==> src/rtl/mac_array_pkg.sv <==
// Shared types, widths and saturation-limit helpers for the mac_array MAC engine.
package mac_array_pkg;

  localparam int DEF_DATA_WIDTH = 8;
  localparam int PROD_WIDTH     = 2 * DEF_DATA_WIDTH;
  localparam int MAX_ACC_WIDTH  = 64;

  typedef struct packed {
    logic valid;
    logic last;
  } beat_ctl_t;

  // Limits are returned zero-padded to MAX_ACC_WIDTH; callers keep the low acc_width bits.
  function automatic logic [MAX_ACC_WIDTH-1:0] sat_max(int acc_width, logic is_signed);
    logic [MAX_ACC_WIDTH-1:0] m;
    m = '0;
    for (int i = 0; i < MAX_ACC_WIDTH; i++)
      if (i < acc_width - (is_signed ? 1 : 0)) m[i] = 1'b1;
    return m;
  endfunction

  function automatic logic [MAX_ACC_WIDTH-1:0] sat_min(int acc_width, logic is_signed);
    logic [MAX_ACC_WIDTH-1:0] m;
    m = '0;
    for (int i = 0; i < MAX_ACC_WIDTH; i++)
      if (is_signed && i == acc_width - 1) m[i] = 1'b1;
    return m;
  endfunction

  function automatic int lane_lo(int lane, int width);
    return lane * width;
  endfunction

endpackage

==> src/rtl/mac_array_if.sv <==
// Operand input stream and result output stream of the mac_array engine.
interface mac_array_if #(
  parameter int DATA_WIDTH = 8,
  parameter int NUM_LANES  = 4,
  parameter int ACC_WIDTH  = 3 * DATA_WIDTH
);
  logic                            in_valid;
  logic                            in_ready;
  logic                            in_last;
  logic [NUM_LANES*DATA_WIDTH-1:0] a_vec;
  logic [NUM_LANES*DATA_WIDTH-1:0] b_vec;
  logic                            out_valid;
  logic                            out_ready;
  logic [NUM_LANES*ACC_WIDTH-1:0]  acc_vec;
  logic [NUM_LANES-1:0]            sat_flag;

  modport master (
    output in_valid, in_last, a_vec, b_vec, out_ready,
    input  in_ready, out_valid, acc_vec, sat_flag
  );

  modport slave (
    input  in_valid, in_last, a_vec, b_vec, out_ready,
    output in_ready, out_valid, acc_vec, sat_flag
  );
endinterface

==> src/rtl/mac_array_lane.sv <==
// One MAC lane: operand and product registers, saturating accumulator, sticky flag.
module mac_lane
  import mac_array_pkg::*;
#(
  parameter int DATA_WIDTH = DEF_DATA_WIDTH,
  parameter int ACC_WIDTH  = PROD_WIDTH + DEF_DATA_WIDTH
) (
  input  logic                  clk,
  input  logic                  rst_n,
  input  logic                  en,
  input  logic                  clr,
  input  logic                  signed_mode,
  input  logic                  acc_valid,
  input  logic                  acc_last,
  input  logic [DATA_WIDTH-1:0] a,
  input  logic [DATA_WIDTH-1:0] b,
  output logic [ACC_WIDTH-1:0]  res,
  output logic                  res_sat
);
  localparam int PW = 2 * DATA_WIDTH;
  localparam int XW = ACC_WIDTH + 1 - PW;
  localparam logic [MAX_ACC_WIDTH-1:0] SMAX_W = sat_max(ACC_WIDTH, 1'b1);
  localparam logic [MAX_ACC_WIDTH-1:0] SMIN_W = sat_min(ACC_WIDTH, 1'b1);
  localparam logic [MAX_ACC_WIDTH-1:0] UMAX_W = sat_max(ACC_WIDTH, 1'b0);
  localparam logic [ACC_WIDTH-1:0] SMAX = SMAX_W[ACC_WIDTH-1:0];
  localparam logic [ACC_WIDTH-1:0] SMIN = SMIN_W[ACC_WIDTH-1:0];
  localparam logic [ACC_WIDTH-1:0] UMAX = UMAX_W[ACC_WIDTH-1:0];

  logic [DATA_WIDTH-1:0] a_q, a_d, b_q, b_d;
  logic [PW-1:0]         a_x, b_x, prod_q, prod_d;
  logic [ACC_WIDTH-1:0]  acc_q, acc_d, clamped;
  logic                  sticky_q, sticky_d, ovf;
  logic [ACC_WIDTH:0]    sum;

  always_comb begin
    a_d = en ? a : a_q;
    b_d = en ? b : b_q;
    // One multiplier serves both modes: low PW bits of the extended product are exact.
    a_x = {{DATA_WIDTH{signed_mode & a_q[DATA_WIDTH-1]}}, a_q};
    b_x = {{DATA_WIDTH{signed_mode & b_q[DATA_WIDTH-1]}}, b_q};
    prod_d = en ? a_x * b_x : prod_q;

    sum = {signed_mode & acc_q[ACC_WIDTH-1], acc_q}
        + {{XW{signed_mode & prod_q[PW-1]}}, prod_q};
    if (signed_mode) begin
      ovf     = sum[ACC_WIDTH] ^ sum[ACC_WIDTH-1];
      clamped = ovf ? (sum[ACC_WIDTH] ? SMIN : SMAX) : sum[ACC_WIDTH-1:0];
    end else begin
      ovf     = sum[ACC_WIDTH];
      clamped = ovf ? UMAX : sum[ACC_WIDTH-1:0];
    end
    res     = clamped;
    res_sat = sticky_q | ovf;

    acc_d    = acc_q;
    sticky_d = sticky_q;
    if (clr) begin
      acc_d    = '0;
      sticky_d = 1'b0;
    end else if (en && acc_valid) begin
      acc_d    = acc_last ? '0 : clamped;
      sticky_d = acc_last ? 1'b0 : res_sat;
    end
  end

  always_ff @(posedge clk or negedge rst_n) begin
    if (!rst_n) begin
      a_q      <= '0;
      b_q      <= '0;
      prod_q   <= '0;
      acc_q    <= '0;
      sticky_q <= 1'b0;
    end else begin
      a_q      <= a_d;
      b_q      <= b_d;
      prod_q   <= prod_d;
      acc_q    <= acc_d;
      sticky_q <= sticky_d;
    end
  end
endmodule

==> src/rtl/mac_array.sv <==
// Multi-lane pipelined MAC engine: valid/last pipeline, stall control and result register.
module mac_array
  import mac_array_pkg::*;
#(
  parameter int DATA_WIDTH = DEF_DATA_WIDTH,
  parameter int NUM_LANES  = 4,
  parameter int ACC_WIDTH  = 3 * DATA_WIDTH
) (
  input  logic       clk,
  input  logic       rst_n,
  input  logic       signed_mode,
  input  logic       clr,
  mac_array_if.slave bus
);
  logic                           stall, en, complete;
  beat_ctl_t                      s1_q, s1_d, s2_q, s2_d;
  logic                           out_valid_q, out_valid_d;
  logic [NUM_LANES*ACC_WIDTH-1:0] acc_vec_q, acc_vec_d, lane_res;
  logic [NUM_LANES-1:0]           sat_flag_q, sat_flag_d, lane_sat;

  assign stall    = out_valid_q & ~bus.out_ready;
  assign en       = ~stall;
  assign complete = en & s2_q.valid & s2_q.last & ~clr;

  always_comb begin
    s1_d = s1_q;
    s2_d = s2_q;
    if (clr) begin
      s1_d = '0;
      s2_d = '0;
    end else if (en) begin
      s1_d.valid = bus.in_valid;
      s1_d.last  = bus.in_last;
      s2_d       = s1_q;
    end

    out_valid_d = out_valid_q;
    acc_vec_d   = acc_vec_q;
    sat_flag_d  = sat_flag_q;
    // A completion on the transfer edge keeps out_valid high with the new result.
    if (complete) begin
      out_valid_d = 1'b1;
      acc_vec_d   = lane_res;
      sat_flag_d  = lane_sat;
    end else if (out_valid_q && bus.out_ready) begin
      out_valid_d = 1'b0;
    end
  end

  always_ff @(posedge clk or negedge rst_n) begin
    if (!rst_n) begin
      s1_q        <= '0;
      s2_q        <= '0;
      out_valid_q <= 1'b0;
      acc_vec_q   <= '0;
      sat_flag_q  <= '0;
    end else begin
      s1_q        <= s1_d;
      s2_q        <= s2_d;
      out_valid_q <= out_valid_d;
      acc_vec_q   <= acc_vec_d;
      sat_flag_q  <= sat_flag_d;
    end
  end

  for (genvar i = 0; i < NUM_LANES; i++) begin : g_lane
    localparam int DLO = lane_lo(i, DATA_WIDTH);
    localparam int ALO = lane_lo(i, ACC_WIDTH);
    mac_lane #(
      .DATA_WIDTH (DATA_WIDTH),
      .ACC_WIDTH  (ACC_WIDTH)
    ) u_lane (
      .clk         (clk),
      .rst_n       (rst_n),
      .en          (en),
      .clr         (clr),
      .signed_mode (signed_mode),
      .acc_valid   (s2_q.valid),
      .acc_last    (s2_q.last),
      .a           (bus.a_vec[DLO +: DATA_WIDTH]),
      .b           (bus.b_vec[DLO +: DATA_WIDTH]),
      .res         (lane_res[ALO +: ACC_WIDTH]),
      .res_sat     (lane_sat[i])
    );
  end

  assign bus.in_ready  = ~stall;
  assign bus.out_valid = out_valid_q;
  assign bus.acc_vec   = acc_vec_q;
  assign bus.sat_flag  = sat_flag_q;
endmodule

==> src/flat_wrapper.sv <==
// flat-port wrapper written by rule: the top's interface ports become plain ports
module mac_array_flat import mac_array_pkg::*;
#(
  parameter int DATA_WIDTH = DEF_DATA_WIDTH,
  parameter int NUM_LANES  = 4,
  parameter int ACC_WIDTH  = 3 * DATA_WIDTH
)
  (clk, rst_n, signed_mode, clr, bus_in_valid, bus_in_last, bus_a_vec, bus_b_vec, bus_out_ready, bus_in_ready, bus_out_valid, bus_acc_vec, bus_sat_flag);
  mac_array_if #(.DATA_WIDTH(DATA_WIDTH), .NUM_LANES(NUM_LANES), .ACC_WIDTH(ACC_WIDTH)) bus_i ();
  input  logic clk;
  input  logic rst_n;
  input  logic signed_mode;
  input  logic clr;
  input wire logic [$bits(bus_i.in_valid)-1:0] bus_in_valid;
  input wire logic [$bits(bus_i.in_last)-1:0] bus_in_last;
  input wire logic [$bits(bus_i.a_vec)-1:0] bus_a_vec;
  input wire logic [$bits(bus_i.b_vec)-1:0] bus_b_vec;
  input wire logic [$bits(bus_i.out_ready)-1:0] bus_out_ready;
  output wire logic [$bits(bus_i.in_ready)-1:0] bus_in_ready;
  output wire logic [$bits(bus_i.out_valid)-1:0] bus_out_valid;
  output wire logic [$bits(bus_i.acc_vec)-1:0] bus_acc_vec;
  output wire logic [$bits(bus_i.sat_flag)-1:0] bus_sat_flag;
  assign bus_i.in_valid = bus_in_valid;
  assign bus_i.in_last = bus_in_last;
  assign bus_i.a_vec = bus_a_vec;
  assign bus_i.b_vec = bus_b_vec;
  assign bus_i.out_ready = bus_out_ready;
  assign bus_in_ready = bus_i.in_ready;
  assign bus_out_valid = bus_i.out_valid;
  assign bus_acc_vec = bus_i.acc_vec;
  assign bus_sat_flag = bus_i.sat_flag;
  mac_array #(.DATA_WIDTH(DATA_WIDTH), .NUM_LANES(NUM_LANES), .ACC_WIDTH(ACC_WIDTH)) u_core (.clk(clk), .rst_n(rst_n), .signed_mode(signed_mode), .clr(clr), .bus(bus_i));
endmodule
==> config.mk <==
export PLATFORM = sky130hd
export DESIGN_NAME = mac_array_flat
export DESIGN_NICKNAME = d
export VERILOG_FILES = /design/src/rtl/mac_array_pkg.sv /design/src/rtl/mac_array_if.sv /design/src/rtl/mac_array_lane.sv /design/src/rtl/mac_array.sv /design/src/flat_wrapper.sv
export SDC_FILE = /design/constraint.sdc
export NUM_CORES = 1
export LEC_CHECK = 0
export ABC_AREA = 1
export CORE_ASPECT_RATIO = 1.2
export CORE_MARGIN = 2
export CORE_UTILIZATION = 30
export DETAILED_ROUTE_END_ITERATION = 10
export PLACE_DENSITY = 0.53
export SYNTH_ARGS = -nofsm -noshare
export SYNTH_HDL_FRONTEND = slang
export SYNTH_SLANG_ARGS = --single-unit
export TNS_END_PERCENT = 10
==> constraint.sdc <==
create_clock -name clk -period 11.59 [get_ports clk]
set_input_delay 1.7385 -clock clk [delete_from_list [all_inputs] [get_ports clk]]
set_output_delay 1.7385 -clock clk [all_outputs]
set_load 0.02 [all_outputs]
-- Word-level counts from Yosys, hierarchy flattened
Index checks and enable logic that the tools add are counted.
- input bits: 71
- output and inout bits: 102
- ROM bits: 0
- memories kept: 0
- latch bits: 0
- bits in writable memories: 0
- logic and storage cells: 121
- register bits: 333
- shifts and indexed selects: 0
- $mul: 4
- bitwise logic cells: 31
- equal/unequal tests: 1
- $lt $le $gt $ge: 0
- div/mod/pow operators: 0
- add/sub/neg operators: 4
- muxes and demuxes: 50
- reductions and logical operators: 4
- operators by type and width (cell ; count):
    2-to-1 mux 24 bit ; 28
    adder 25 bit ; 4
    multiplier 9 x 9 -> 16 bit ; 4
    AND 1 bit ; 20
    2-to-1 mux 1 bit ; 18
    2-to-1 mux 2 bit ; 4
    bitwise OR 1 bit ; 4
    nonzero test 2 bit ; 2
    XOR 1 bit ; 4
    inverter 1 bit ; 3
    logical AND 1 bit ; 2
    inequality test 2 bit (second input constant) ; 1

-- Depth between registers and ports, before layout
- depth in word-level cells: 8
- mapped depth: 23

-- Modules after synthesis
Synthesis repeated with hierarchy kept, for this count alone.
- cell total of the unflattened synthesis: 4788
- area, all modules: 33283.2 um2
- by module, submodules not included (module ; seq. area each (um2) ; cells each ; area an instance (um2) ; times used):
    mac_lane at u_core.g_lane[3].u_lane ; 1426.4 ; 1078 ; 7290.7 ; 1
    mac_lane at u_core.g_lane[1].u_lane ; 1426.4 ; 1084 ; 7275.7 ; 1
    mac_lane at u_core.g_lane[0].u_lane ; 1426.4 ; 1076 ; 7231.9 ; 1
    mac_lane at u_core.g_lane[2].u_lane ; 1426.4 ; 1081 ; 7154.4 ; 1
    mac_array ; 2627.5 ; 469 ; 4330.4 ; 1

-- Worst setup path before layout
Ideal clock, no wire load.
- kind: in2reg
- start point: input signed_mode
- end point: register u_core.g_lane[2].u_lane.prod_q[13]
- arrival time: 5906 ps
- path slack: 5549 ps
- stages on the path: 20
- path buffers: 1
- setup time: 134 ps
- cells stage by stage: buf_4 -> nand2_1 -> nor2_1 -> inv_1 -> fa_1 -> inv_1 -> fa_1 -> fa_1 -> fa_1 -> inv_1 -> fa_1 -> inv_1 -> ha_1 -> a21oi_1 -> o21ai_0 -> a21oi_1 -> nor2_1 -> nor2_1 -> xor2_1 -> o21ai_0
- longest elaborated chain between the ends: 2
- elaborated cells on any way between the ends: 3
- classes of those cells: mul: 1; bitwise: 2
- ends and longest elaborated chain (item ; line ; text):
    start: declaration ; flat_wrapper.sv:12 ; input logic signed_mode;
    AND 1 bit (on tied branches) ; mac_array_lane.sv:39, mac_array_lane.sv:40 ;
    multiplier 9 x 9 -> 16 bit * ; mac_array_lane.sv:41 ; prod_d = en ? a_x * b_x : prod_q;
    end signal: assignment ; mac_array_lane.sv:76 ; prod_q <= prod_d;
    end: declaration ; mac_array_lane.sv:30 ; logic [PW-1:0] a_x, b_x, prod_q, prod_d;
Every way passes the cells marked *; elsewhere a longest branch is shown, timed or not.
A chain may end at the register's enable or synchronous reset.

-- Final worst setup path
- start point: input signed_mode
- end point: register u_core.g_lane[0].u_lane.prod_q[13]
- longest elaborated chain between the ends: 2
- elaborated cells on any way between the ends: 3
- classes of those cells: mul: 1; bitwise: 2
- ends and longest elaborated chain (item ; line):
    AND 1 bit (on tied branches) ; mac_array_lane.sv:39, mac_array_lane.sv:40
    multiplier 9 x 9 -> 16 bit * ; mac_array_lane.sv:41
    end signal: assignment ; mac_array_lane.sv:76
    end: declaration ; mac_array_lane.sv:30
Marked as above.

==> impl_summary.log <==
[metrics] initial antenna violation count: 3
[metrics] post-synth top area share: 0.256
[metrics] total of warnings raised by yosys: 0
[metrics] clk slew on worst S/H paths: 0.06 ns
[metrics] number of distinct library cells after synthesis: 38
[metrics] result of the run: finished clean
[metrics] final net count: 5,374
[metrics] dominant cell by count in the synthesized netlist: sky130_fd_sc_hd__nand2_1
[metrics] HPWL after detailed placement: 71,100 um
[metrics] Critical-path top delay cell: sky130_fd_sc_hd__buf_2
[metrics] Post-synth top cells: sky130_fd_sc_hd__nand2_1 (2,064), sky130_fd_sc_hd__inv_1 (913), sky130_fd_sc_hd__dfrtp_1 (333)
[metrics] share of cells above drive strength 1: 0.0301
[metrics] clock tree from TritonCTS: yes
[metrics] hold-critical path depth: 2
[metrics] ant diodes: 0
[metrics] number of clock sinks: 333
[metrics] top flip-flop cell by instance count after synthesis: sky130_fd_sc_hd__dfrtp_1
[metrics] hold bufs inserted after CTS: 0
[metrics] buffers from clock root to sink, at most: 3
[metrics] cell depth of the worst setup path: 19
[metrics] drt initial violations: 1,564
[metrics] max-slew violation count: 0
[metrics] GRT Total Usage: 0.171
[metrics] maximum clock frequency: 156 MHz
[metrics] Inserted Clock Buffers: 43
[metrics] Min-Delay Path Class: register to register
[metrics] routed vias/inst: 4.49
[metrics] time the worst path needs with I/O delays and setup: 6.40 ns
[metrics] IO Count: 173
[metrics] synthesized net count: 5,302
[metrics] CTS H-tree depth: 2
[metrics] vias in the first global route: 28,800
[metrics] mean cell area of the mapped netlist: 6.85 sq um
[metrics] post-synthesis sequential area ratio: 0.256
[metrics] drc violations: 0
[metrics] Post-Synthesis Cells: 4,743
[metrics] complex-gate fraction of the synthesized area: 0.0426
[metrics] leakage: 21.6 nW
[metrics] clock latency reported for the late side of the worst-skew pair: 0.60 ns
[metrics] worst-case reg-to-reg path depth: 18
[metrics] Top delay family on crit path: adder cells
[metrics] count of nets left with antenna violations after detail routing: 0
[metrics] DIE AREA: 0.111 sq mm
[metrics] RSZ-0062 raised after global routing: false
[metrics] Period Utilization, post-route: 0.553
[metrics] via count of the routed design: 28,100
[metrics] detailed-routing iteration count for the pre-antenna-repair pass: 6
[metrics] number of setup violations in the final report: 0
[metrics] effective utilization at floorplan: 0.302
[metrics] max_slew headroom: 0.296
[metrics] horizontal extent of the die: 304 um
[metrics] crit-path most repeated cell: sky130_fd_sc_hd__fa_1
[metrics] height of the die: 365 um
[metrics] Power per Cell Area: 204 mW/mm^2
[metrics] crit end category: register
[metrics] Port Buffers: 172
[metrics] data arrival time of the critical path: 6.86 ns
[metrics] total core area: 0.108 sq mm
[metrics] portion of netlist area occupied by mux cells: 0
[metrics] max-cap check violation count: 0
[metrics] worst-case clock skew: 0.0373 ns
[metrics] worst-path maximum fanout: 22
[metrics] Resized cells post-CTS: 0
[metrics] final hold vios: 0
[metrics] number of standard-cell rows in the floorplan: 132
[metrics] netlist area before placement: 0.0325 sq mm
[metrics] highest cell delay on the worst timing path: 0.56 ns
[metrics] final core utilization: 0.343
[metrics] cell type with the largest total area after synthesis: sky130_fd_sc_hd__dfrtp_1
[metrics] setup tns final: 0 ns
[metrics] worst path buffer plus inverter count: 5
[metrics] worst-case vdd ir drop: 0.113 mV
[metrics] buffer count from post-CTS setup fixing: 0
[metrics] Post-Synth Adder-Cell Area: 0.247
[metrics] cell types with the largest area share after synthesis: sky130_fd_sc_hd__dfrtp_1 (26%), sky130_fd_sc_hd__nand2_1 (24%), sky130_fd_sc_hd__fa_1 (16%), sky130_fd_sc_hd__inv_1 (11%), sky130_fd_sc_hd__ha_1 (8.9%)
[metrics] DR WL/cell: 14.8 um
[metrics] dominant combinational cell family by area after synthesis: simple AND/OR/NAND/NOR gates
[metrics] synthesis-to-layout area growth: 13.8%
[metrics] Root Driver: sky130_fd_sc_hd__clkbuf_16
[metrics] drt total wl: 92,500 um
[metrics] pin slew with the least headroom to its limit: 1.06 ns
[metrics] data required time at the worst endpoint: 12.05 ns
[metrics] synthesis-stage register bit count: 333
[metrics] Post-synth EDFFs: 0
[metrics] final weighted congestion of routability-driven global placement: 0.891
[metrics] simple-gate portion of the synthesized area: 0.313
[metrics] async set or reset register ratio after synthesis: 1.00
[metrics] CP startpoint kind: primary input
[metrics] wire length of the first global-routing pass: 153,000 um
[metrics] largest net degree at the start of global routing: 82
[metrics] total global routing overflow: 0
[metrics] synthesized-area fraction occupied by xor and xnor cells: 0.0135
[metrics] series of cell instances along the critical path: buf_2, nand2_1, nor2_1, inv_1, fa_1, inv_1, fa_1, fa_1, fa_1, inv_1, fa_1, inv_1, ha_1, a21oi_1, o21ai_0, a21oi_1, nor2_1, o21ai_0, a31oi_1
[metrics] Setup Crit Path Kind: primary input to register
-- state kept, by name, indices dropped and copies added (netlist names) --
| name | cells |
|---|---|
| u_core.s1_q | 2 |
| u_core.g_lane.u_lane.prod_q | 64 |
| u_core.bus.acc_vec | 96 |
| u_core.g_lane.u_lane.a_q | 32 |
| u_core.bus.out_valid | 1 |
| u_core.s2_q | 2 |
| u_core.g_lane.u_lane.b_q | 32 |
| u_core.g_lane.u_lane.sticky_q | 4 |
| u_core.g_lane.u_lane.acc_q | 96 |
| u_core.bus.sat_flag | 4 |
-- routing by layer --
metal,GRT usage,wire length [um],share of wire,up-vias
met3,0.0246,3910,0.042,112
met1,0.226,43500,0.47,13200
met2,0.289,42700,0.46,466
met5,0,36,0.00039,-
met4,0.0493,2410,0.026,6
li1,-,-,-,14300
-- layout by cell type (no fill, tap or decap), types with 9 or more instances in the layout --
master                            instances
sky130_fd_sc_hd__nand2_1               2064
sky130_fd_sc_hd__nor2_1                 178
sky130_fd_sc_hd__nand4_1                 40
sky130_fd_sc_hd__bufinv_16               10
sky130_fd_sc_hd__nor3_1                   9
sky130_fd_sc_hd__a31oi_1                 14
sky130_fd_sc_hd__fa_1                   256
sky130_fd_sc_hd__nand3_1                200
sky130_fd_sc_hd__a21boi_0                14
sky130_fd_sc_hd__o21bai_1                12
sky130_fd_sc_hd__buf_4                   17
sky130_fd_sc_hd__ha_1                   232
sky130_fd_sc_hd__clkdlybuf4s50_1        170
sky130_fd_sc_hd__clkbuf_16               44
sky130_fd_sc_hd__xor2_1                  26
sky130_fd_sc_hd__dfrtp_1                333
sky130_fd_sc_hd__or2_2                   10
sky130_fd_sc_hd__xnor2_1                 24
sky130_fd_sc_hd__inv_1                  912
sky130_fd_sc_hd__a21o_1                  13
sky130_fd_sc_hd__nand2_2                 17
sky130_fd_sc_hd__o21ai_0                106
sky130_fd_sc_hd__a21oi_1                 77
-- worst min-delay path: cells and delay by family, from the launching register on --
kind / cells / cell delay, ns
flip-flops: 1 / 0.34
AND/OR/NAND/NOR: 2 / 0.10
-- path summary, 6_finish.rpt --
path	startpoint	end	slack, ns
worst max-delay path	signed_mode	u_core.g_lane[0].u_lane.prod_q[13]	5.19
worst min-delay path	u_core.bus.acc_vec[1]	u_core.bus.acc_vec[1]	0.48
worst max register to register	u_core.g_lane[0].u_lane.a_q[7]	u_core.g_lane[0].u_lane.prod_q[13]	6.40
worst min register to register	u_core.bus.acc_vec[1]	u_core.bus.acc_vec[1]	0.48
max in group asynchronous	rst_n	u_core.bus.acc_vec[55]	8.86
min in group asynchronous	rst_n	u_core.bus.acc_vec[13]	1.13
-- kinds of logic (layout without fill, tap and decap cells) --
logic type	count (synthesis)	in the layout
buffers and inverters	1076	1180
flip-flops	333	333
XOR/XNOR	50	50
adder cells (fa/ha/maj)	488	488
AND/OR/NAND/NOR	2549	2549
AO/OA/AOI/OAI	247	247
-- report_power, final --
part,leakage (nW),total (mW),switching (mW),internal (mW)
Sequential,4.25,1.66,0.220,1.44
Combinational,16.6,4.36,2.68,1.68
Clock,0.764,1.52,0.580,0.939
-- metrics by stage --
| step | power (mW) | hold slack, ns | cell area (sq um) | setup WS [ns] | std cells |
|---|---|---|---|---|---|
| 6_report | 7.54 | 0.475 | 37000 | 5.19 | 6254 |
| 5_1_grt | 8.39 | 0.501 | 37000 | 4.79 | 6254 |
| 4_1_cts | 7.65 | 0.482 | 37000 | 5.20 | 6254 |
| 3_5_place_dp | 6.06 | 0.465 | 35400 | 4.56 | 6177 |
| 3_3_place_gp | 6.03 | 0.464 | 35400 | 4.60 | 6177 |
| 2_1_floorplan | 4.86 | 0.453 | 32500 | 5.55 | 4743 |
-- area by class of cell --
cell class	count	area [sq um]
fill	11700	70700
clock buffer	53	1160
multi-input combinational	3334	20000
tap	1407	1760
inverter	914	3440
timing repair buffer	189	1850
clock inverter	24	405
sequential	333	8330
Note: power is estimated with default switching activity, not from simulation.
